$ cat src/rtl/ex_mem_reg.sv
// EX/MEM pipeline register: captures execute results and control, resolves the redirect.
// Optional perf counters are built only when EXMEM_PERF_CNT_EN is defined.
module ex_mem_reg #(
  parameter int XLEN = 32,
  parameter int RD_W = 5
) (
  input  logic            clk,
  input  logic            rst_n,
  input  logic            stall_i,
  input  logic            flush_i,
  input  logic            valid_ex,
  input  logic [XLEN-1:0] pc_target_ex,
  input  logic [XLEN-1:0] pc4_ex,
  input  logic            zero_ex,
  input  logic [XLEN-1:0] alu_ex,
  input  logic [XLEN-1:0] rs2_ex,
  input  logic [RD_W-1:0] rd_ex,
  input  logic            reg_write_ex,
  input  logic            mem_read_ex,
  input  logic            mem_write_ex,
  input  logic            branch_ex,
  input  logic            jump_ex,
  input  logic [1:0]      mem_to_reg_ex,
  output logic            valid_mem,
  output logic [XLEN-1:0] pc_target_mem,
  output logic [XLEN-1:0] pc4_mem,
  output logic            zero_mem,
  output logic [XLEN-1:0] alu_mem,
  output logic [XLEN-1:0] rs2_mem,
  output logic [RD_W-1:0] rd_mem,
  output logic            reg_write_mem,
  output logic            mem_read_mem,
  output logic            mem_write_mem,
  output logic [1:0]      mem_to_reg_mem,
  output logic            pc_src_mem,
  output logic [31:0]     perf_retired_o,
  output logic [31:0]     perf_bubble_o
);

  logic branch_mem;
  logic jump_mem;
  logic load;

  assign load = !flush_i && !stall_i;

  always_ff @(posedge clk) begin
    if (!rst_n || flush_i) begin
      valid_mem      <= 1'b0;
      pc_target_mem  <= '0;
      pc4_mem        <= '0;
      zero_mem       <= 1'b0;
      alu_mem        <= '0;
      rs2_mem        <= '0;
      rd_mem         <= '0;
      reg_write_mem  <= 1'b0;
      mem_read_mem   <= 1'b0;
      mem_write_mem  <= 1'b0;
      branch_mem     <= 1'b0;
      jump_mem       <= 1'b0;
      mem_to_reg_mem <= 2'b00;
    end else if (load) begin
      valid_mem      <= valid_ex;
      pc_target_mem  <= pc_target_ex;
      pc4_mem        <= pc4_ex;
      zero_mem       <= zero_ex;
      alu_mem        <= alu_ex;
      rs2_mem        <= rs2_ex;
      rd_mem         <= rd_ex;
      // Invalid slots must not have side effects downstream; data is kept for debug visibility.
      reg_write_mem  <= valid_ex & reg_write_ex;
      mem_read_mem   <= valid_ex & mem_read_ex;
      mem_write_mem  <= valid_ex & mem_write_ex;
      branch_mem     <= valid_ex & branch_ex;
      jump_mem       <= valid_ex & jump_ex;
      mem_to_reg_mem <= mem_to_reg_ex;
    end
  end

  // Redirect derives only from registered state so fetch never sees an EX-stage path.
  assign pc_src_mem = valid_mem & ((branch_mem & zero_mem) | jump_mem);

`ifdef EXMEM_PERF_CNT_EN
  logic [31:0] retired_cnt;
  logic [31:0] bubble_cnt;

  always_ff @(posedge clk) begin
    if (!rst_n) begin
      retired_cnt <= '0;
      bubble_cnt  <= '0;
    end else if (flush_i) begin
      bubble_cnt  <= bubble_cnt + 32'd1;
    end else if (!stall_i) begin
      if (valid_ex) retired_cnt <= retired_cnt + 32'd1;
      else          bubble_cnt  <= bubble_cnt + 32'd1;
    end
  end

  assign perf_retired_o = retired_cnt;
  assign perf_bubble_o  = bubble_cnt;
`else
  assign perf_retired_o = 32'd0;
  assign perf_bubble_o  = 32'd0;
`endif

endmodule

$ cat config.mk
export PLATFORM = sky130hd
export DESIGN_NAME = ex_mem_reg
export DESIGN_NICKNAME = d
export VERILOG_FILES = /design/src/rtl/ex_mem_reg.sv
export SDC_FILE = /design/constraint.sdc
export NUM_CORES = 1
export LEC_CHECK = 0
export BUFFER_PORTS_ARGS = -buffer_cell sky130_fd_sc_hd__buf_2
export CAP_MARGIN = 0
export CORE_AREA = 2 2 138 140
export CTS_CLUSTER_DIAMETER = 50
export DETAILED_ROUTE_END_ITERATION = 8
export DIE_AREA = 0 0 140 142
export GPL_ROUTABILITY_DRIVEN = 0
export GPL_TIMING_DRIVEN = 0
export SYNTH_ARGS = -nofsm -noshare
export SYNTH_HDL_FRONTEND = slang
export SYNTH_SLANG_ARGS = --single-unit
$ cat constraint.sdc
create_clock -name clk -period 1.87 [get_ports clk]
set_input_delay 0.4675 -clock clk [delete_from_list [all_inputs] [get_ports clk]]
set_output_delay 0.4675 -clock clk [all_outputs]
set_load 0.01 [all_outputs]
# After elaboration in Yosys (flattened, before gate mapping)
# Index checks and enable logic that the tools add are counted.
# Widths: inputs -> output; s select.
[word_totals]
ff_bits = 142
latch_bits = 0
ramBits = 0
mem_bits_ro = 0
output_inout_bits = 205
word_cells = 26
mem_count = 0
[classes]
add_sub_neg = 0
multipliers = 0
n_div = 0
n_lt_le_gt_ge = 0
n_eq_ne = 0
shift = 0
muxes = 0
bitwise_logic = 8
reduce_logical = 5
[op_table]
columns = ["cell", "n"]
rows = [
  ["$and 1x1->1", 7],
  ["$logic_not 1->1", 3],
  ["$logic_and 1x1->1", 1],
  ["$logic_or 1x1->1", 1],
  ["$or 1x1->1", 1],
]

# Logic depth before layout (Yosys ltp)
# Gate-level depths: netlist of run 1.
[depth]
word_depth = 3
mapped_depth = 5
mapped_depth_nobuf = 2

# Worst setup path before layout of run 1
# OpenSTA, ideal clock, no wires.
[synth_path]
kind = "in2reg"
start = "input port stall_i"
end = "register mem_to_reg_mem[0]"
setup_time_ps = 128
arrival_ps = 1089
slack_ps = 653
stages = 5
path_buffers = 3
path_cell_list = "buf_4 buf_12 buf_8 mux2i_1 nor2_1"
[synth_between]
elab_chain_len = 2
[synth_lines]
columns = ["element", "line", "rtl"]
rows = [
  ["from (decl)", "9", "input logic stall_i,"],
  ["$logic_not 1->1", "44", "assign load = !flush_i && !stall_i;"],
  ["$logic_and 1x1->1", "44", ""],
  ["to (signal assigned)", "75", "mem_to_reg_mem <= mem_to_reg_ex;"],
  ["to (decl)", "34", "output logic [1:0] mem_to_reg_mem,"],
]
# Every way passes these cells.
# A chain may end at the register's enable or synchronous reset.

# Final worst setup path of run 1
[layout_path]
start = "register zero_mem"
end = "output port pc_src_mem"
[layout_between]
elab_chain_len = 3
[layout_lines]
columns = ["element", "line", "rtl"]
rows = [
  ["from (decl)", "27", "output logic zero_mem,"],
  ["from (signal assigned)", "65", "zero_mem <= zero_ex;"],
  ["$and 1x1->1", "80", "assign pc_src_mem = valid_mem & ((branch_mem & zero_mem) | jump_mem);"],
  ["$or 1x1->1", "80", ""],
  ["$and 1x1->1", "80", ""],
  ["to (decl)", "35", "output logic pc_src_mem,"],
]
# Every way passes these cells.

==> summary.md, run 1 <==
| Metric | Value |
|---|---|
| Outcome | `finished with violations` |
| Failing checks | `DRC` |
| Drt first pass iters | `8` |
| Fin nets | `1,045` |
| Clock-pin slew on the worst setup and hold paths | `60 ps` |
| Max-Cap Viols | `0` |
| Post-DP HPWL | `11.3 mm` |
| WS Path Type | `flop to output pin` |
| DRT iter0 DRCs | `167` |
| Critical Path Fanout Max | `3` |
| EDFF count, synth | `0` |
| Fmax | `622 MHz` |
| Final Hold Fails | `0` |
| Static Leakage | `4.52 nW` |
| TritonCTS Sinks | `142` |
| Drc violations | `21` |
| Hold WC Path Type | `input port to flop` |
| Crit path to | `pc_src_mem` |
| Switching pwr | `1.76 mW` |
| Area Overhead vs Synth | `44.7%` |
| Post-synth top area share | `50.1%` |
| Detail Route Antenna Nets | `0` |
| Final worst slack | `263 ps` |
| CTS tree | `yes` |
| Vias in the first global route | `4,240` |
| VDD IR max | `0.566 mV` |
| Leading area contributor after synthesis | `dfxtp_1` |
| Overall routing resource usage | `14.1%` |
| Reg-to-reg setup timing slack | `1230 ps` |
| CP Data Required Time | `1400 ps` |
| Width of the chip | `140 µm` |
| First-pass GRT wire length | `22.0 mm` |
| Die height | `142 µm` |
| Clock root buffer | `clkbuf_16` |
| Max Clock Skew | `0 ps` |
| CP startpoint | `zero_mem` |
| Diode count | `0` |
| Yosys cell types | `15` |
| Vias per Instance | `3.98` |
| Place WS | `337 ps` |
| Seq/Total Area, Yosys | `50.1%` |
| Initial antenna violation count | `0` |
| Cts repair resizes | `0` |
| Reg-to-Reg End | `valid_mem` |
| Post-synth ARST share | `0%` |
| Setup-failing EPs final | `0` |
| Clk_lat worst skew | `410 ps` |
| Gate power share | `12.1%` |
| # IOs | `351` |
| DR WL/cell | `13.0 µm` |
| Port Buffer Count | `285` |
| Sequential power share | `42.8%` |
| Tmin final | `1610 ps` |
| Initial Util | `30.8%` |
| CP arrival | `1140 ps` |
| #FFs+latches synth | `142` |
| Commonest cells post-synth | `142 x dfxtp_1, 137 x mux2i_1, 137 x nor2_1` |
| Vias | `4,552` |
| Rows | `50` |
| Pins Over Slew Limit | `0` |
| Layout cells sized above 1 | `44.6%` |
| Internal Dissipation | `5.66 mW` |
| PwrDens | `903 mW/mm²` |
| Core Region | `0.0185 mm²` |
| R2r startpoint | `valid_mem` |
| # fillers | `1,881` |
| CTS buffer count | `17` |
| Hold-fix buffers, CTS | `0` |
| Syn Std Cell Area | `0.00568 mm²` |
| Synth Area per Inst | `10.7 µm²` |
| Clk network pwr share | `45.1%` |
| Largest net degree at the start of global routing | `17` |
| Synth area leaders | `dfxtp_1 50%, mux2i_1 24%, nor2_1 9.1%` |
| H-Tree Depth | `4` |
| DRT Wirelength | `14.8 mm` |
| Fin crit share | `85.9%` |
| Post-CTS Setup Inserts | `0` |
| R2R depth | `2` |
| Clock tree buffer depth | `2` |
| Setup_tns | `0 ps` |
| Die footprint | `0.0199 mm²` |
| Setup crit start kind | `flop` |
| CP Capture Type | `output pin` |
| Main synth FF type | `dfxtp_1` |
| Switching share of total power | `23.7%` |
| Syn. warnings | `0` |
| Top-count cell post-synth | `dfxtp_1` |
| RSZ-0062 raised after global routing | `false` |
| Synth Instances | `532` |
| Grt ovf | `0` |
==> power by group through the flow <==
stage                     clock network [mW]  logic, mW  registers [mW]
final                                   3.35      0.901            3.17
after global routing                    3.56      0.983            3.18
after CTS                               3.44      0.908            3.17
after detailed placement                   0      0.905            3.24
after global placement                     0      0.902            3.23
after floorplan                            0      0.531            3.28
==> how the worst min path moves through the flow <==
stage,start,end,cells after the start
final,pc_target_ex[26],pc_target_mem[26],3
after global routing,alu_ex[7],alu_mem[7],3
after CTS,pc_target_ex[26],pc_target_mem[26],3
after detailed placement,jump_mem,jump_mem,2
after global placement,mem_write_mem,mem_write_mem,2
after floorplan,jump_mem,jump_mem,2
==> placed cells by master, fill, tap and decap left out <==
cell	Yosys	layout
buf_6	11	11
clkbuf_1	5	6
nor2_1	137	137
clkinv_2	0	3
inv_6	0	2
nand2_1	5	5
conb_1	1	64
clkinv_4	0	2
dfxtp_1	142	142
a21oi_1	6	6
buf_12	1	1
nand3b_1	5	5
clkbuf_16	0	17
bufinv_16	0	2
clkbuf_8	0	3
mux2i_1	137	137
nor2b_1	1	1
buf_8	12	12
buf_2	2	287
nand2b_1	1	1
buf_4	66	66
==> through the flow <==
stage	total power [mW]	utilization (%)	instances	area (µm²)	hold slack, ps
floorplan	3.82	-	595	5920	432
global placement	4.14	41.4	1114	7630	436
detailed placement	4.14	41.4	1114	7630	445
CTS	7.52	44.5	1144	8220	266
global route	7.73	44.5	1144	8220	269
finish	7.42	44.5	1144	8220	284
==> routing by layer <==
layer | vias up | GRT usage (%) | part of all wire, %
met1 | 1998 | 16.6 | 42
met4 | 0 | 4.63 | 1.5
met5 | - | 0 | 0
li1 | 2342 | - | -
met2 | 195 | 24.2 | 49
met3 | 17 | 5.01 | 7.5
==> state kept, by name, summed over array words and instances (netlist names), 2 cells and up <==
| register | count |
|---|---|
| alu_mem | 32 |
| mem_to_reg_mem | 2 |
| pc4_mem | 32 |
| pc_target_mem | 32 |
| rd_mem | 5 |
| rs2_mem | 32 |
==> critical path: stages (launching register included) <==
cell and delay [ps]:
dfxtp_1 370, a21oi_1 80, nor2b_1 130, buf_2 160
==> cell families after synthesis <==
logic type | after synthesis | synth area share (%)
compound gates | 6 | 0.529
buf+inv | 97 | 14.9
flops | 142 | 50.1
mux | 137 | 24.1
other cells | 1 | 0.0660
simple gates | 149 | 10.3
==> final cells by class <==
cell class              instances  area [µm²]  share of cell area (%)
flip-flops and latches        142        2840                    34.6
multi-input cells             356        2220                    27.1
repair buffers                285        1430                    17.4
plain buffers                  97         848                    10.3
clock buffers                  21         470                    5.73
well taps                     234         293                    3.56
clock inverters                 9         110                    1.34
Note: power is estimated with default switching activity, not from simulation.
==> run 2, diff against run 1 <==
--- a/config.mk
+++ b/config.mk
@@ -13,6 +13,7 @@
 export DIE_AREA = 0 0 140 142
 export GPL_ROUTABILITY_DRIVEN = 0
 export GPL_TIMING_DRIVEN = 0
+export PLACE_DENSITY_LB_ADDON = 0.12
 export SYNTH_ARGS = -nofsm -noshare
 export SYNTH_HDL_FRONTEND = slang
 export SYNTH_SLANG_ARGS = --single-unit
==> summary.md, run 2 (synthesis gave the netlist of run 1 again) <==
| Metric | Value |
|---|---|
| Post-CTS Setup Inserts | `0 (unchanged)` |
| Largest net degree at the start of global routing | `17 (unchanged)` |
| Static Leakage | `4.50 nW (-0.29%)` |
| Die footprint | `0.0199 mm² (unchanged)` |
| Diode count | `0 (unchanged)` |
| Max Clock Skew | `0 ps (unchanged)` |
| DRT iter0 DRCs | `164 (-1.8%)` |
| Clock-pin slew on the worst setup and hold paths | `60 ps (about the same)` |
| Rows | `50 (unchanged)` |
| CP arrival | `1120 ps (-20 ps)` |
| Pwr Total | `7.35 mW (-0.89%)` |
| Worst path top cell family by delay | `flip-flops` |
| Drt first pass iters | `9 (+1)` |
| CTS buffer count | `17 (unchanged)` |
| Setup_tns | `0 ps (unchanged)` |
| Port Buffer Count | `285 (unchanged)` |
| Clock tree buffer depth | `2 (unchanged)` |
| Initial Util | `30.8% (unchanged)` |
| Post-DP HPWL | `11.4 mm (+0.60%)` |
| Final worst slack | `285 ps (+21.6 ps)` |
| Pins Over Slew Limit | `0 (unchanged)` |
| Grt ovf | `0 (unchanged)` |
| Overall routing resource usage | `14.3% (+0.12 points)` |
| DR WL/cell | `12.8 µm (-1.2%)` |
| WS Path Type | `flop to output pin` |
| CP bufs+invs | `1 (unchanged)` |
| Width of the chip | `140 µm (unchanged)` |
| R2R depth | `2 (unchanged)` |
| Clk_lat worst skew | `410 ps (about the same)` |
| Die height | `142 µm (unchanged)` |
| Tmin final | `1590 ps (-21.6 ps)` |
| RSZ-0062 raised after global routing | `false` |
| Final Hold Fails | `0 (unchanged)` |
| Fin crit share | `84.8% (-1.2 points)` |
| Setup crit start kind | `flop` |
| Critical Path, Cell by Cell | `a21oi_1 -> nor2b_1 -> buf_2` |
| CP startpoint | `zero_mem` |
| H-Tree Depth | `4 (unchanged)` |
| PwrDens | `896 mW/mm² (-0.79%)` |
| Outcome | `finished with violations` |
| Vias in the first global route | `4,246 (+0.14%)` |
| Vias per Instance | `3.97 (-0.15%)` |
| Critical path depth | `3 (unchanged)` |
| Detail Route Antenna Nets | `0 (unchanged)` |
| Setup-failing EPs final | `0 (unchanged)` |
| Non-Filler Instances | `1,146 (+0.17%)` |
| Place WS | `350 ps (+13.3 ps)` |
| Reg-to-reg setup timing slack | `1230 ps (about the same)` |
| Fin nets | `1,045 (unchanged)` |
| Hold depth | `3 (unchanged)` |
| Area Overhead vs Synth | `44.5%` |
| DRT Wirelength | `14.7 mm (-1.1%)` |
| CTS tree | `yes` |
| CP Capture Type | `output pin` |
| VDD IR max | `0.554 mV (-2.1%)` |
| Drc violations | `24 (+14%)` |
| Max incr delay on CP | `350 ps (-20 ps)` |
| Failing checks | `DRC` |
| Core Region | `0.0185 mm² (unchanged)` |
| Clock root buffer | `clkbuf_16` |
| Reg-to-Reg End | `pc_target_mem[26]` |
| Crit path to | `pc_src_mem` |
| Initial antenna violation count | `0 (unchanged)` |
| TritonCTS Sinks | `142 (unchanged)` |
| Inst Count DP | `1,114 (unchanged)` |
| CP Data Required Time | `1400 ps (about the same)` |
| Slowest cell on crit path | `dfxtp_1` |
| Hold-fix buffers, CTS | `0 (unchanged)` |
| Hold WC Path Type | `input port to flop` |
| Fmax | `631 MHz (+1.4%)` |
| Critical Path Fanout Max | `3 (unchanged)` |
| Max-Cap Viols | `0 (unchanged)` |
| FF/Latch Area | `0.00284 mm² (unchanged)` |
| # IOs | `351 (unchanged)` |
| First-pass GRT wire length | `22.3 mm (+1.0%)` |
| Commonest non-fill, non-tap cell in the layout | `buf_2` |
| Most frequent cells in the layout | `287 x buf_2, 142 x dfxtp_1, 137 x mux2i_1, 137 x nor2_1, 66 x buf_4` |
| Vias | `4,553 (+0.022%)` |
| # fillers | `1,885 (+0.21%)` |
| Layout cells sized above 1 | `44.7% (+0.12 points)` |
| Cts repair resizes | `0 (unchanged)` |
| Multi-input logic area | `0.00222 mm² (unchanged)` |
| R2r startpoint | `pc_target_mem[26]` |
-- run 2: cell count changes in the layout (fill, tap and decap cells not counted), sizes merged --
cell,before,now
clkbuf,26,23
clkinvlp,0,3
clkinv,5,7
-- run 2: layout make-up --
cell class | count | area share [%]
Timing Repair Buffer | 285 | 17.4
Sequential cell | 142 | 34.6
Buffer | 97 | 10.3
Clock inverter | 14 | 1.74
Multi-Input combinational cell | 356 | 27.1
Tap cell | 234 | 3.57
Clock buffer | 18 | 5.23
-- run 2: tightest hold or removal path: stages --
cell	delay [ps]
buf_2	70
mux2i_1	50
nor2_1	70
-- run 2: stage by stage --
step                instance area [µm²]  utilization (%)  hold WS, ps
finish                             8210             44.5          279
floorplan                          5920                -          432
global route                       8210             44.5          280
CTS                                8210             44.5          261
detailed placement                 7630             41.4          441
global placement                   7630             41.4          439
-- run 2: power breakdown --
| group | internal (mW) | switching, mW |
|---|---|---|
| logic | 0.471 | 0.424 |
| registers | 3.12 | 0.0442 |
| clock network | 1.96 | 1.33 |
-- run 2: metal layers --
metal | routed length [µm] | up-vias | track usage [%]
met5 | 0 | - | 0
met4 | 348 | 0 | 6.01
met3 | 1150 | 22 | 3.97
met2 | 7330 | 186 | 25.0
met1 | 5860 | 2002 | 16.5
li1 | - | 2343 | -
-- run 2: how the worst min path moves through the flow --
| stage | from | slack [ps] | endpoint |
|---|---|---|---|
| 5_1_grt | rs2_ex[23] | 280 | rs2_mem[23] |
| 3_3_place_gp | mem_read_mem | 440 | mem_read_mem |
| 6_report | pc_target_ex[30] | 280 | pc_target_mem[30] |
| 4_1_cts | pc_target_ex[30] | 260 | pc_target_mem[30] |
| 3_5_place_dp | mem_read_mem | 440 | mem_read_mem |
| 2_1_floorplan | jump_mem | 430 | jump_mem |
